==> config.mk <==
export PLATFORM = sky130hd
export DESIGN_NAME = pixel_ramp_counter
export DESIGN_NICKNAME = d
export VERILOG_FILES = /design/src/rtl/pixel_counter_pkg.sv /design/src/rtl/pixel_ramp_prescaler.sv /design/src/rtl/pixel_ramp_counter.sv
export SDC_FILE = /design/constraint.sdc
export NUM_CORES = 1
export LEC_CHECK = 0
export ABC_AREA = 1
export BUFFER_PORTS_ARGS = -buffer_cell sky130_fd_sc_hd__buf_4
export CORE_UTILIZATION = 35
export CTS_BUF_LIST = sky130_fd_sc_hd__clkbuf_4
export DETAILED_ROUTE_END_ITERATION = 6
export SLEW_MARGIN = 20
export SYNTH_ARGS = -nofsm -noshare
export SYNTH_HDL_FRONTEND = slang
export SYNTH_SLANG_ARGS = --single-unit
==> constraint.sdc <==
create_clock -name COUNTER_CLOCK -period 1.8 [get_ports COUNTER_CLOCK]
set_input_delay 0.09 -clock COUNTER_CLOCK [delete_from_list [all_inputs] [get_ports COUNTER_CLOCK]]
set_output_delay 0.09 -clock COUNTER_CLOCK [all_outputs]
set_load 0.02 [all_outputs]
==> src/rtl/pixel_counter_pkg.sv <==
// -----------------------------------------------------------------------------
// pixel_counter_pkg
//   Shared definitions for the pixel ramp conversion counter:
//     - state_t         : conversion FSM states (IDLE, COUNT)
//     - DEFAULT_*       : default BIT_DEPTH / PRESCALE_W values
//     - GRAY_FN_W       : working width of bin_to_gray (callers cast in/out)
//     - bin_to_gray()   : binary to reflected Gray code conversion
// -----------------------------------------------------------------------------
package pixel_counter_pkg;

   localparam int DEFAULT_BIT_DEPTH  = 8;
   localparam int DEFAULT_PRESCALE_W = 4;

   // bin_to_gray works on a fixed wide word so any BIT_DEPTH up to this
   // width can use it; callers zero-extend the input and truncate the result.
   localparam int GRAY_FN_W = 32;

   typedef enum logic {
      IDLE  = 1'b0,
      COUNT = 1'b1
   } state_t;

   function automatic logic [GRAY_FN_W-1:0] bin_to_gray(
      input logic [GRAY_FN_W-1:0] bin
   );
      return bin ^ (bin >> 1);
   endfunction

endpackage : pixel_counter_pkg

==> src/rtl/pixel_ramp_prescaler.sv <==
// -----------------------------------------------------------------------------
// pixel_ramp_prescaler
//   Clock divider for the ramp counter. Holds the prescale value latched at
//   conversion start and a free-running prescale counter; o_tick is high on
//   the clock where the count is allowed to advance (every PRESCALE+1 clocks).
//
// Ports:
//   i_clk        clock, rising edge
//   i_rst_n      asynchronous active-low reset
//   i_load       conversion accepted: latch i_prescale, clear counter
//   i_clear      conversion aborted: clear counter
//   i_run        conversion active (counter advances only while high)
//   i_prescale   prescale value to latch on i_load
//   o_tick       advance strobe, valid while i_run is high
// -----------------------------------------------------------------------------
module pixel_ramp_prescaler import pixel_counter_pkg::*; #(
   parameter int PRESCALE_W = DEFAULT_PRESCALE_W
) (
   input  logic                  i_clk,
   input  logic                  i_rst_n,
   input  logic                  i_load,
   input  logic                  i_clear,
   input  logic                  i_run,
   input  logic [PRESCALE_W-1:0] i_prescale,
   output logic                  o_tick
);

   logic [PRESCALE_W-1:0] r_prescale;
   logic [PRESCALE_W-1:0] r_cnt;
   logic                  w_wrap;

   // The counter wraps when it reaches the latched value, so a prescale of P
   // yields one tick every P+1 clocks and P=0 ticks every clock.
   assign w_wrap = (r_cnt == r_prescale);
   assign o_tick = i_run && w_wrap;

   always_ff @(posedge i_clk or negedge i_rst_n) begin
      if (!i_rst_n) begin
         r_prescale <= '0;
         r_cnt      <= '0;
      end else begin
         if (i_load) begin
            r_prescale <= i_prescale;
            r_cnt      <= '0;
         end else if (i_clear) begin
            r_cnt      <= '0;
         end else if (i_run) begin
            if (w_wrap) begin
               r_cnt <= '0;
            end else begin
               r_cnt <= r_cnt + 1'b1;
            end
         end
      end
   end

endmodule : pixel_ramp_prescaler

==> src/rtl/pixel_ramp_counter.sv <==
// -----------------------------------------------------------------------------
// pixel_ramp_counter
//   Start/stop conversion counter broadcast to the pixel memories. Counts from
//   0 to a terminal value latched at START, advancing once per prescaler tick,
//   then pulses DONE for one cycle. ABORT ends a conversion without DONE.
//
// Optional build macro:
//   PIXEL_RAMP_COUNTER_GRAY_OUTPUT_EN  DATA carries the Gray code of the
//                                      internal binary count (same latency).
//                                      Undefined: DATA is plain binary.
//
// Ports:
//   COUNTER_CLOCK     clock, rising edge
//   COUNTER_RESET_N   asynchronous active-low reset
//   START             one-cycle conversion request, ignored while BUSY
//   ABORT             terminate the active conversion (beats START and tick)
//   MAX_COUNT         terminal count, latched on accepted START
//   PRESCALE          count every PRESCALE+1 clocks, latched on accepted START
//   DATA              registered count (binary or Gray)
//   BUSY              high exactly while the FSM is in COUNT
//   DONE              registered one-cycle pulse on normal completion
// -----------------------------------------------------------------------------
module pixel_ramp_counter import pixel_counter_pkg::*; #(
   parameter int BIT_DEPTH  = DEFAULT_BIT_DEPTH,
   parameter int PRESCALE_W = DEFAULT_PRESCALE_W
) (
   input  logic                  COUNTER_CLOCK,
   input  logic                  COUNTER_RESET_N,
   input  logic                  START,
   input  logic                  ABORT,
   input  logic [BIT_DEPTH-1:0]  MAX_COUNT,
   input  logic [PRESCALE_W-1:0] PRESCALE,
   output logic [BIT_DEPTH-1:0]  DATA,
   output logic                  BUSY,
   output logic                  DONE
);

   state_t                r_state;
   logic [BIT_DEPTH-1:0]  r_count;
   logic [BIT_DEPTH-1:0]  r_max;
   logic [BIT_DEPTH-1:0]  r_data;
   logic                  r_done;

   logic                  w_counting;
   logic                  w_start_accept;
   logic                  w_abort;
   logic                  w_tick;
   logic                  w_terminal;
   logic [BIT_DEPTH-1:0]  w_count_inc;
   logic [BIT_DEPTH-1:0]  w_data_inc;

   assign w_counting     = (r_state == COUNT);
   // ABORT wins over a simultaneous START in IDLE.
   assign w_start_accept = (r_state == IDLE) && START && !ABORT;
   assign w_abort        = w_counting && ABORT;
   assign w_terminal     = (r_count == r_max);
   assign w_count_inc    = r_count + 1'b1;

   // DATA is encoded from the next binary count so the encoded output is
   // registered with the same latency as the binary count itself.
`ifdef PIXEL_RAMP_COUNTER_GRAY_OUTPUT_EN
   assign w_data_inc = BIT_DEPTH'(bin_to_gray(GRAY_FN_W'(w_count_inc)));
`else
   assign w_data_inc = w_count_inc;
`endif

   pixel_ramp_prescaler #(
      .PRESCALE_W (PRESCALE_W)
   ) u_prescaler (
      .i_clk      (COUNTER_CLOCK),
      .i_rst_n    (COUNTER_RESET_N),
      .i_load     (w_start_accept),
      .i_clear    (w_abort),
      .i_run      (w_counting),
      .i_prescale (PRESCALE),
      .o_tick     (w_tick)
   );

   always_ff @(posedge COUNTER_CLOCK or negedge COUNTER_RESET_N) begin
      if (!COUNTER_RESET_N) begin
         r_state <= IDLE;
         r_count <= '0;
         r_max   <= '0;
         r_data  <= '0;
         r_done  <= 1'b0;
      end else begin
         // DONE is a single-cycle pulse; every path below that does not
         // complete a conversion leaves it low.
         r_done <= 1'b0;
         case (r_state)
            IDLE: begin
               // DATA holds its last value while idle.
               if (w_start_accept) begin
                  r_state <= COUNT;
                  r_count <= '0;
                  r_data  <= '0;
                  r_max   <= MAX_COUNT;
               end
            end
            COUNT: begin
               if (ABORT) begin
                  r_state <= IDLE;
               end else if (w_tick) begin
                  // Terminal compare is always on the binary count, so the
                  // count stops at MAX and never wraps.
                  if (w_terminal) begin
                     r_state <= IDLE;
                     r_done  <= 1'b1;
                  end else begin
                     r_count <= w_count_inc;
                     r_data  <= w_data_inc;
                  end
               end
            end
            default: begin
               r_state <= IDLE;
            end
         endcase
      end
   end

   assign DATA = r_data;
   assign BUSY = w_counting;
   assign DONE = r_done;

endmodule : pixel_ramp_counter

==> results of run 1 <==
==> per-stage QoR <==
stage               total power [uW]  hold slack [ns]
global route                    1560            0.200
detailed placement              1180           0.0191
global placement                1180           0.0203
finish                          1440            0.188
CTS                             1460            0.192
floorplan                       1050           -0.206
==> worst max-delay path, cell delays in order (launching register included) <==
cell and delay [ns]:
dfrtp_1 0.49, ha_1 0.21, nand2_1 0.09, nor2_1 0.16, nand2_1 0.11, nand2_1 0.07
nand2_1 0.04, nor2_1 0.08, nand4_1 0.11, nand2_1 0.08
==> layout make-up <==
cell class,count,share of cell area (%)
clock buffers,3,1.20
clock inverters,1,0.200
inverters,21,4.93
multi-input cells,144,37.5
flip-flops and latches,26,34.6
well taps,50,3.33
repair buffers,41,18.2
==> sequential cells by signal, summed over array words and instances, names as in the netlist <==
register	flops
BUSY	1
DATA	8
DONE	1
r_max	8
u_prescaler.r_cnt	4
u_prescaler.r_prescale	4
==> per-layer routing <==
metal | track usage, % | wire (um) | vias to the layer above
met4 | 4.79 | 0 | 0
met2 | 26.3 | 1450 | 23
met1 | 22.2 | 1590 | 563
met5 | 0 | 0 | -
li1 | - | - | 690
met3 | 2.05 | 52 | 0
==> final timing paths <==
path	slack [ns]	end	startpoint
min in group COUNTER_CLOCK	0.27	BUSY	START
max in group asynchronous	1.35	u_prescaler.r_cnt[3]	COUNTER_RESET_N
min reg2reg	0.51	r_max[2]	r_max[2]
max reg2reg	0.31	DATA[6]	DATA[1]
min	0.19	DATA[5]	COUNTER_RESET_N
max	0.31	DATA[6]	DATA[1]
==> cell families (layout without fill, tap and decap cells) <==
kind of cell / count (synthesis) / in the layout / synth area share, %
XOR/XNOR: 7 / 7 / 4.18
adder cells (fa/ha/maj): 2 / 2 / 1.71
AND/OR/NAND/NOR: 122 / 122 / 37.6
buffers and inverters: 24 / 66 / 7.52
flip-flops: 26 / 26 / 44.4
AO/OA/AOI/OAI: 13 / 13 / 4.61
==> cell usage after synthesis, drive strengths merged <==
library cell,count,area share [%]
nand4,8,3.4
xnor2,6,3.6
a21oi,1,0.34
nor2,22,6.7
ha,2,1.7
buf,3,1.2
o22ai,2,0.85
nor3b,1,0.51
o21ai,10,3.4
bufinv,1,1.2
dfrtp,26,44
xor2,1,0.60
clkinv,1,0.26
inv,19,4.9
nand3,6,4.1
nand2,84,22
nand3b,1,0.51
==> report_power, final <==
part	total (uW)	switching, uW	internal, uW
Combinational	440	246	194
Clock	255	174	81.2
Sequential	744	80.0	664
Total	1440	500	939
==> flow_metrics.env, run 1 <==
export IMPL_drive_gt1_share_pct=19.5
export IMPL_startpoint_type="register"
export IMPL_cts_tree="built"
export IMPL_drc=0
export IMPL_p_leak_uw=0.000943
export IMPL_grt_first_pass_wirelength_um=5260
export IMPL_grtUsageTotal_pct=16.1
export IMPL_syn_cell_area_sq_um=1470
export IMPL_post_cts_buffers=0
export IMPL_ant_nets=0
export IMPL_antennaDiodeCount=0
export IMPL_clock_path_buffers=2
export IMPL_critPathRequiredTime_ns=2.08
export IMPL_die_x_um=66.7
export IMPL_die_area_sq_um=4450
export IMPL_worstPathMaxFanout=6
export IMPL_setup_slack_ns=0.308
export IMPL_synth_seq_area_share_pct=44.4
export IMPL_die_y_um=66.7
export IMPL_grt_ovfl_total=0
export IMPL_yosys_warnings=0
export IMPL_power_density_nw_per_um2=766
export IMPL_gp_congestion=0.799
export IMPL_cts_sinks=26
export IMPL_holdBufCountCts=14
export IMPL_outcome="complete, no violations"
export IMPL_placed_area_sq_um=1710
export IMPL_regArea_sq_um=651
export IMPL_final_cell_mix="nand2_1 (81), buf_4 (27), dfrtp_1 (26)"
export IMPL_htreeDepth=1
export IMPL_stdcell_area_sq_um=1880
export IMPL_fin_util_pct=47.0
export IMPL_preCtsSetupSlack_ns=0.366
export IMPL_fmax_ghz=0.670
export IMPL_hold_violations=0
export IMPL_final_common_cell="nand2_1"
export IMPL_clockRootBuffer="clkbuf_4"
export IMPL_wire_per_inst_um=10.8
export IMPL_reg2reg_depth=9
export IMPL_antenna_found_initial=0
export IMPL_final_instance_count_excl_fill=286
export IMPL_worst_pin_slew_ns=0.331
export IMPL_dp_hpwl_um=2170
export IMPL_cp_end_kind="register"
export IMPL_rsz0062_at_grt="false"
export IMPL_cts_resized=0
export IMPL_drv_cap=0
export IMPL_finalSetupViolations=0
export IMPL_slew_headroom_pct=77.9
export IMPL_ys_ff_latch=26
export IMPL_syn_avg_cell_area_sq_um=7.55
export IMPL_num_io_pins=26
export IMPL_finalSetupTns_ns=0
export IMPL_dr_pass1_iters=4
export IMPL_nets=255
export IMPL_clock_latency_ns=0.32
export IMPL_io_buffers=25
export IMPL_fin_worst_skew_ns=0.0134
export IMPL_syn_num_nets=212
export IMPL_area_growth_pct=28.3
export IMPL_wl_um=3100
export IMPL_first_global_vias=1138
export IMPL_critPathKind="register to register"
export IMPL_timing_final_crit_period_ns=1.49
export IMPL_cts_made_buffers=3
export IMPL_multi_input_area_sq_um=704
export IMPL_peakVddDrop_v=0.000317
export IMPL_grt_max_degree=27
export IMPL_cts_clk_slew_worst_paths_ns=0.15
export IMPL_via_per_inst=4.46
export IMPL_final_max_slew_viol_count=0
export IMPL_synth_cells=194
export IMPL_timing_final_crit_share_pct=82.9
export IMPL_nFillCells=410
export IMPL_dp_cells=268
export IMPL_drt_iter0_drc=49
export IMPL_yosysUniqueCellTypes=26
export IMPL_arrival_ns=1.77
export IMPL_core_region_area_sq_um=4000
export IMPL_num_vias=1276
export IMPL_hp_class="primary input to asynchronous set/reset pin"
export IMPL_std_cell_rows=23
export IMPL_start_util_pct=36.6
Power figures use the tool's default switching activity.
==> inputs of run 2 (changes only) <==
Clock period 1.8 ns to 1.5 ns, I/O delays scaled along.
==> run 2 against run 1 <==
- worst hold slack got worse by 0.018 ns
- cell count increased by 2.8%
- via count up 4.5%
- critical path depth is 3 lower
- utilization is 1.8 points higher
- routed wire length grew 1.5%
- first-iteration DRC count up 84%
- cell area rose by 3.9%
- critical path type unchanged
- highest routed layer is now met4
==> flow_metrics.env, run 2 (same netlist as run 1, synthesis figures left out) <==
export IMPL_clock_latency_ns=0.33
export IMPL_ant_nets=0
export IMPL_drt_iter0_drc=90
export IMPL_std_cell_rows=23
export IMPL_worst_path_max_delay_cell="dfrtp_2"
export IMPL_start_util_pct=36.6
export IMPL_clock_path_buffers=2
export IMPL_drc=0
export IMPL_r2r_start="DATA[0]"
export IMPL_grt_ovfl_total=0
export IMPL_nets=263
export IMPL_critPathKind="register to register"
export IMPL_arrival_ns=1.68
export IMPL_dr_pass1_iters=4
export IMPL_dp_hpwl_um=2210
export IMPL_slew_headroom_pct=77.6
export IMPL_final_instance_count_excl_fill=294
export IMPL_max_stage_delay_ns=0.44
export IMPL_area_growth_pct=33.2
export IMPL_clockRootBuffer="clkbuf_4"
export IMPL_drive_gt1_share_pct=24.6
export IMPL_p_clk_share_pct=17.9
export IMPL_die_area_sq_um=4450
export IMPL_seqPwrFrac_pct=50.8
export IMPL_num_io_pins=26
export IMPL_timing_final_crit_share_pct=93.3
export IMPL_htreeDepth=1
export IMPL_finalSetupTns_ns=0
export IMPL_cts_made_buffers=3
export IMPL_p_int_uw=1140
export IMPL_stdcell_area_sq_um=1950
export IMPL_placed_area_sq_um=1740
export IMPL_wire_per_inst_um=10.7
export IMPL_preCtsSetupSlack_ns=0.0658
export IMPL_grtUsageTotal_pct=15.4
export IMPL_first_global_vias=1101
export IMPL_dp_cells=271
export IMPL_die_x_um=66.7
export IMPL_crit_start="DATA[0]"
export IMPL_drv_cap=0
export IMPL_final_common_cell="nand2_1"
export IMPL_cp_end_kind="register"
export IMPL_io_buffers=25
export IMPL_grt_max_degree=27
export IMPL_core_region_area_sq_um=4000
export IMPL_fmax_ghz=0.714
export IMPL_power_density_nw_per_um2=901
export IMPL_wl_um=3150
export IMPL_worst_pin_slew_ns=0.336
export IMPL_cts_clk_slew_worst_paths_ns=0.14
export IMPL_grt_first_pass_wirelength_um=5110
export IMPL_hp_class="primary input to asynchronous set/reset pin"
export IMPL_peakVddDrop_v=0.000455
export IMPL_cts_sinks=26
export IMPL_worstPathMaxFanout=6
export IMPL_final_max_slew_viol_count=0
export IMPL_p_total_uw=1760
export IMPL_fin_worst_skew_ns=0.00238
export IMPL_gp_congestion=0.788
export IMPL_die_y_um=66.7
export IMPL_num_vias=1333
export IMPL_timing_final_crit_period_ns=1.40
export IMPL_critPathRequiredTime_ns=1.78
export IMPL_via_per_inst=4.53
export IMPL_setup_slack_ns=0.100
export IMPL_combinationalPowerShare_pct=31.3
export IMPL_crit_top_cell="nand2_1"
export IMPL_antenna_found_initial=0
export IMPL_p_leak_uw=0.000981
export IMPL_cts_tree="built"
export IMPL_swShare_pct=34.9
export IMPL_final_cell_mix="nand2_1 (81), buf_4 (35), dfrtp_1 (22)"
export IMPL_antennaDiodeCount=0
export IMPL_outcome="complete, no violations"
export IMPL_switchingPower_uw=614
export IMPL_rsz0062_at_grt="true"
export IMPL_hold_violations=0
export IMPL_startpoint_type="register"
export IMPL_crit_chain="ha_1 > nand2_1 > o21ai_0 > nor3b_2 > nand4_1 > nand2_1"
export IMPL_finalSetupViolations=0
==> run 2: changes by cell type in the layout (fill, tap and decap cells not counted), sizes merged <==
cell | before | now
buf | 27 | 35
==> run 2: metal layers <==
layer | vias to the layer above | global-route usage [%] | wire (um) | share of wire [%]
li1 | 707 | - | - | -
met1 | 590 | 21.5 | 1570 | 50
met2 | 31 | 24.1 | 1420 | 45
met3 | 5 | 2.05 | 96 | 3.1
met4 | 0 | 5.59 | 56 | 1.8
met5 | - | 0 | 0 | 0
==> run 2: area by class of cell <==
class | instances | area, sq um
clock buffer | 3 | 22.5
clock inverter | 1 | 3.75
fill | 385 | 2050
inverter | 21 | 92.6
multi-input combinational | 144 | 712
sequential | 26 | 656
tap | 50 | 62.6
timing repair buffer | 49 | 403
==> run 2: metrics by stage <==
| stage | util [%] | hold slack, ns |
|---|---|---|
| 2_1_floorplan | - | -0.221 |
| 5_1_grt | 48.8 | 0.190 |
| 3_5_place_dp | 43.4 | 0.00422 |
| 3_3_place_gp | 43.4 | 0.00413 |
| 4_1_cts | 47.5 | 0.181 |
| 6_report | 48.8 | 0.169 |
==> run 2: repair_timing <==
item	4_1_cts	5_1_grt
endpoints found under the setup margin	0	7
hold endpoints to repair	39	0
gates resized for setup	0	6
hold buffers	14	0
buffers inserted	0	5
==> run 2: final timing paths <==
kind / to / slack [ns] / cells past startpoint
setup / recovery: DATA[4] / 0.10 / 6
hold / removal: r_max[0] / 0.17 / 2
setup reg to reg: DATA[4] / 0.10 / 6
hold reg to reg: r_max[2] / 0.51 / 2
max in group asynchronous: u_prescaler.r_cnt[0] / 1.06 / 2
min in group COUNTER_CLOCK: BUSY / 0.22 / 5
==> run 2: critical path, delay by kind of cell (launching register included) <==
kind	cells	cell delay (ns)
AND/OR/NAND/NOR	4	0.53
flip-flops	1	0.44
AO/OA/AOI/OAI	1	0.20
adder cells (fa/ha/maj)	1	0.18
==> run 2: power by group through the flow <==
stage	clock network, uW	logic, uW	registers [uW]
floorplan	0	345	910
global placement	0	505	905
detailed placement	0	512	905
CTS	319	543	891
global route	349	617	911
finish	315	550	894
==> inputs of run 3 (changes only) <==
Settings changed: PLACE_DENSITY set to 0.56.
==> run 3 against run 2 <==
- cell count fell by 1.4%
- die area did not move
- clock power rose by 1%
- highest routed layer unchanged
==> flow_metrics.env, run 3 (same netlist as run 1, synthesis figures left out) <==
export IMPL_outcome="complete, no violations"
export IMPL_first_global_vias=1165
export IMPL_p_leak_uw=0.000960
export IMPL_startpoint_type="register"
export IMPL_antennaDiodeCount=0
export IMPL_antenna_found_initial=0
export IMPL_slew_headroom_pct=77.3
export IMPL_grt_max_degree=27
export IMPL_timing_final_crit_period_ns=1.42
export IMPL_wl_um=3130
export IMPL_crit_chain="ha_1 > nand2_1 > o21ai_0 > nor3b_1 > nand4_1 > nand2_1"
export IMPL_peakVddDrop_v=0.000372
export IMPL_clock_latency_ns=0.34
export IMPL_cts_tree="built"
export IMPL_timing_final_crit_share_pct=94.7
export IMPL_clock_path_buffers=2
export IMPL_die_x_um=66.7
export IMPL_wire_per_inst_um=10.8
export IMPL_grtUsageTotal_pct=15.6
export IMPL_via_per_inst=4.49
export IMPL_finalSetupTns_ns=0
export IMPL_gp_congestion=0.779
export IMPL_drive_gt1_share_pct=22.1
export IMPL_top_layer="met4"
export IMPL_die_y_um=66.7
export IMPL_final_max_slew_viol_count=0
export IMPL_hold_ws_ns=0.156
export IMPL_ant_nets=0
export IMPL_htreeDepth=1
export IMPL_std_cell_rows=23
export IMPL_start_util_pct=36.6
export IMPL_fin_worst_skew_ns=0.0200
export IMPL_path_buf_inv=0
export IMPL_hp_class="primary input to asynchronous set/reset pin"
export IMPL_area_growth_pct=30.6
export IMPL_power_density_nw_per_um2=921
export IMPL_nets=259
export IMPL_worst_path_max_delay_cell="dfrtp_2"
export IMPL_die_area_sq_um=4450
export IMPL_drc=0
export IMPL_dp_hpwl_um=2230
export IMPL_finalSetupViolations=0
export IMPL_core_region_area_sq_um=4000
export IMPL_clockRootBuffer="clkbuf_4"
export IMPL_num_vias=1301
export IMPL_cts_sinks=26
export IMPL_fmax_ghz=0.704
export IMPL_dr_pass1_iters=4
export IMPL_wl_met2_um=1380
export IMPL_crit_top_cell="nand2_1"
export IMPL_drt_iter0_drc=60
export IMPL_hold_violations=0
export IMPL_critPathRequiredTime_ns=1.80
export IMPL_final_cell_mix="nand2_1 (81), buf_4 (31), dfrtp_1 (23)"
export IMPL_grt_ovfl_total=0
export IMPL_worst_pin_slew_ns=0.340
export IMPL_met3_wirelength_um=83
export IMPL_cp_top_family="simple AND/OR/NAND/NOR gates"
export IMPL_rsz0062_at_grt="true"
export IMPL_cts_made_buffers=3
export IMPL_io_buffers=25
export IMPL_grt_first_pass_wirelength_um=5190
export IMPL_num_io_pins=26
export IMPL_m1WireLength_um=1600
export IMPL_critPathKind="register to register"
export IMPL_max_stage_delay_ns=0.45
export IMPL_cp_end_kind="register"
export IMPL_cts_clk_slew_worst_paths_ns=0.16
export IMPL_worstPathMaxFanout=6
export IMPL_arrival_ns=1.72
export IMPL_drv_cap=0
export IMPL_final_common_cell="nand2_1"
run 3: final timing paths:
check,from,to,slack [ns],depth (start not counted)
max reg2reg,DATA[1],DATA[4],0.08,6
min reg2reg,r_max[2],r_max[2],0.51,2
min in group COUNTER_CLOCK,START,BUSY,0.23,5
min,COUNTER_RESET_N,r_max[5],0.16,2
max in group asynchronous,COUNTER_RESET_N,BUSY,1.07,2
max,DATA[1],DATA[4],0.08,6
run 3: layout make-up:
| cell class | instances | area (sq um) |
|---|---|---|
| repair buffers | 45 | 373 |
| inverters | 21 | 92.6 |
| flip-flops and latches | 26 | 654 |
| multi-input cells | 144 | 704 |
| well taps | 50 | 62.6 |
| clock buffers | 3 | 22.5 |
| fillers | 414 | 2090 |
| clock inverters | 1 | 3.75 |
run 3: timing repair:
item                                    in CTS  in global routing
hold buffers                                14                  0
setup buffers                                0                  1
endpoints found under the setup margin       0                  4
endpoints found under the hold margin       39                  0
gates resized for setup                      0                  3
run 3: metrics by stage:
step	utilization, %	setup WS (ns)	power (uW)	cell area [sq um]	cells
after global routing	47.8	-0.0400	1890	1910	290
after global placement	43.4	-0.0252	1410	1740	271
after CTS	47.5	0.000141	1770	1900	289
final	47.8	0.0788	1760	1910	290
after floorplan	-	0.114	1260	1470	194
after detailed placement	43.4	0.0328	1420	1740	271
run 3: layer usage:
metal / up-vias / GRT usage, %
met5: - / 0
met1: 580 / 20.0
met3: 5 / 1.71
met2: 21 / 26.4
met4: 0 / 6.38
li1: 695 / -
run 3: where the power goes:
group	internal, uW	leakage [uW]	total, uW	switching, uW
Clock	97.9	0.0000154	319	221
Combinational	246	0.000609	550	304
Sequential	801	0.000336	893	92.2
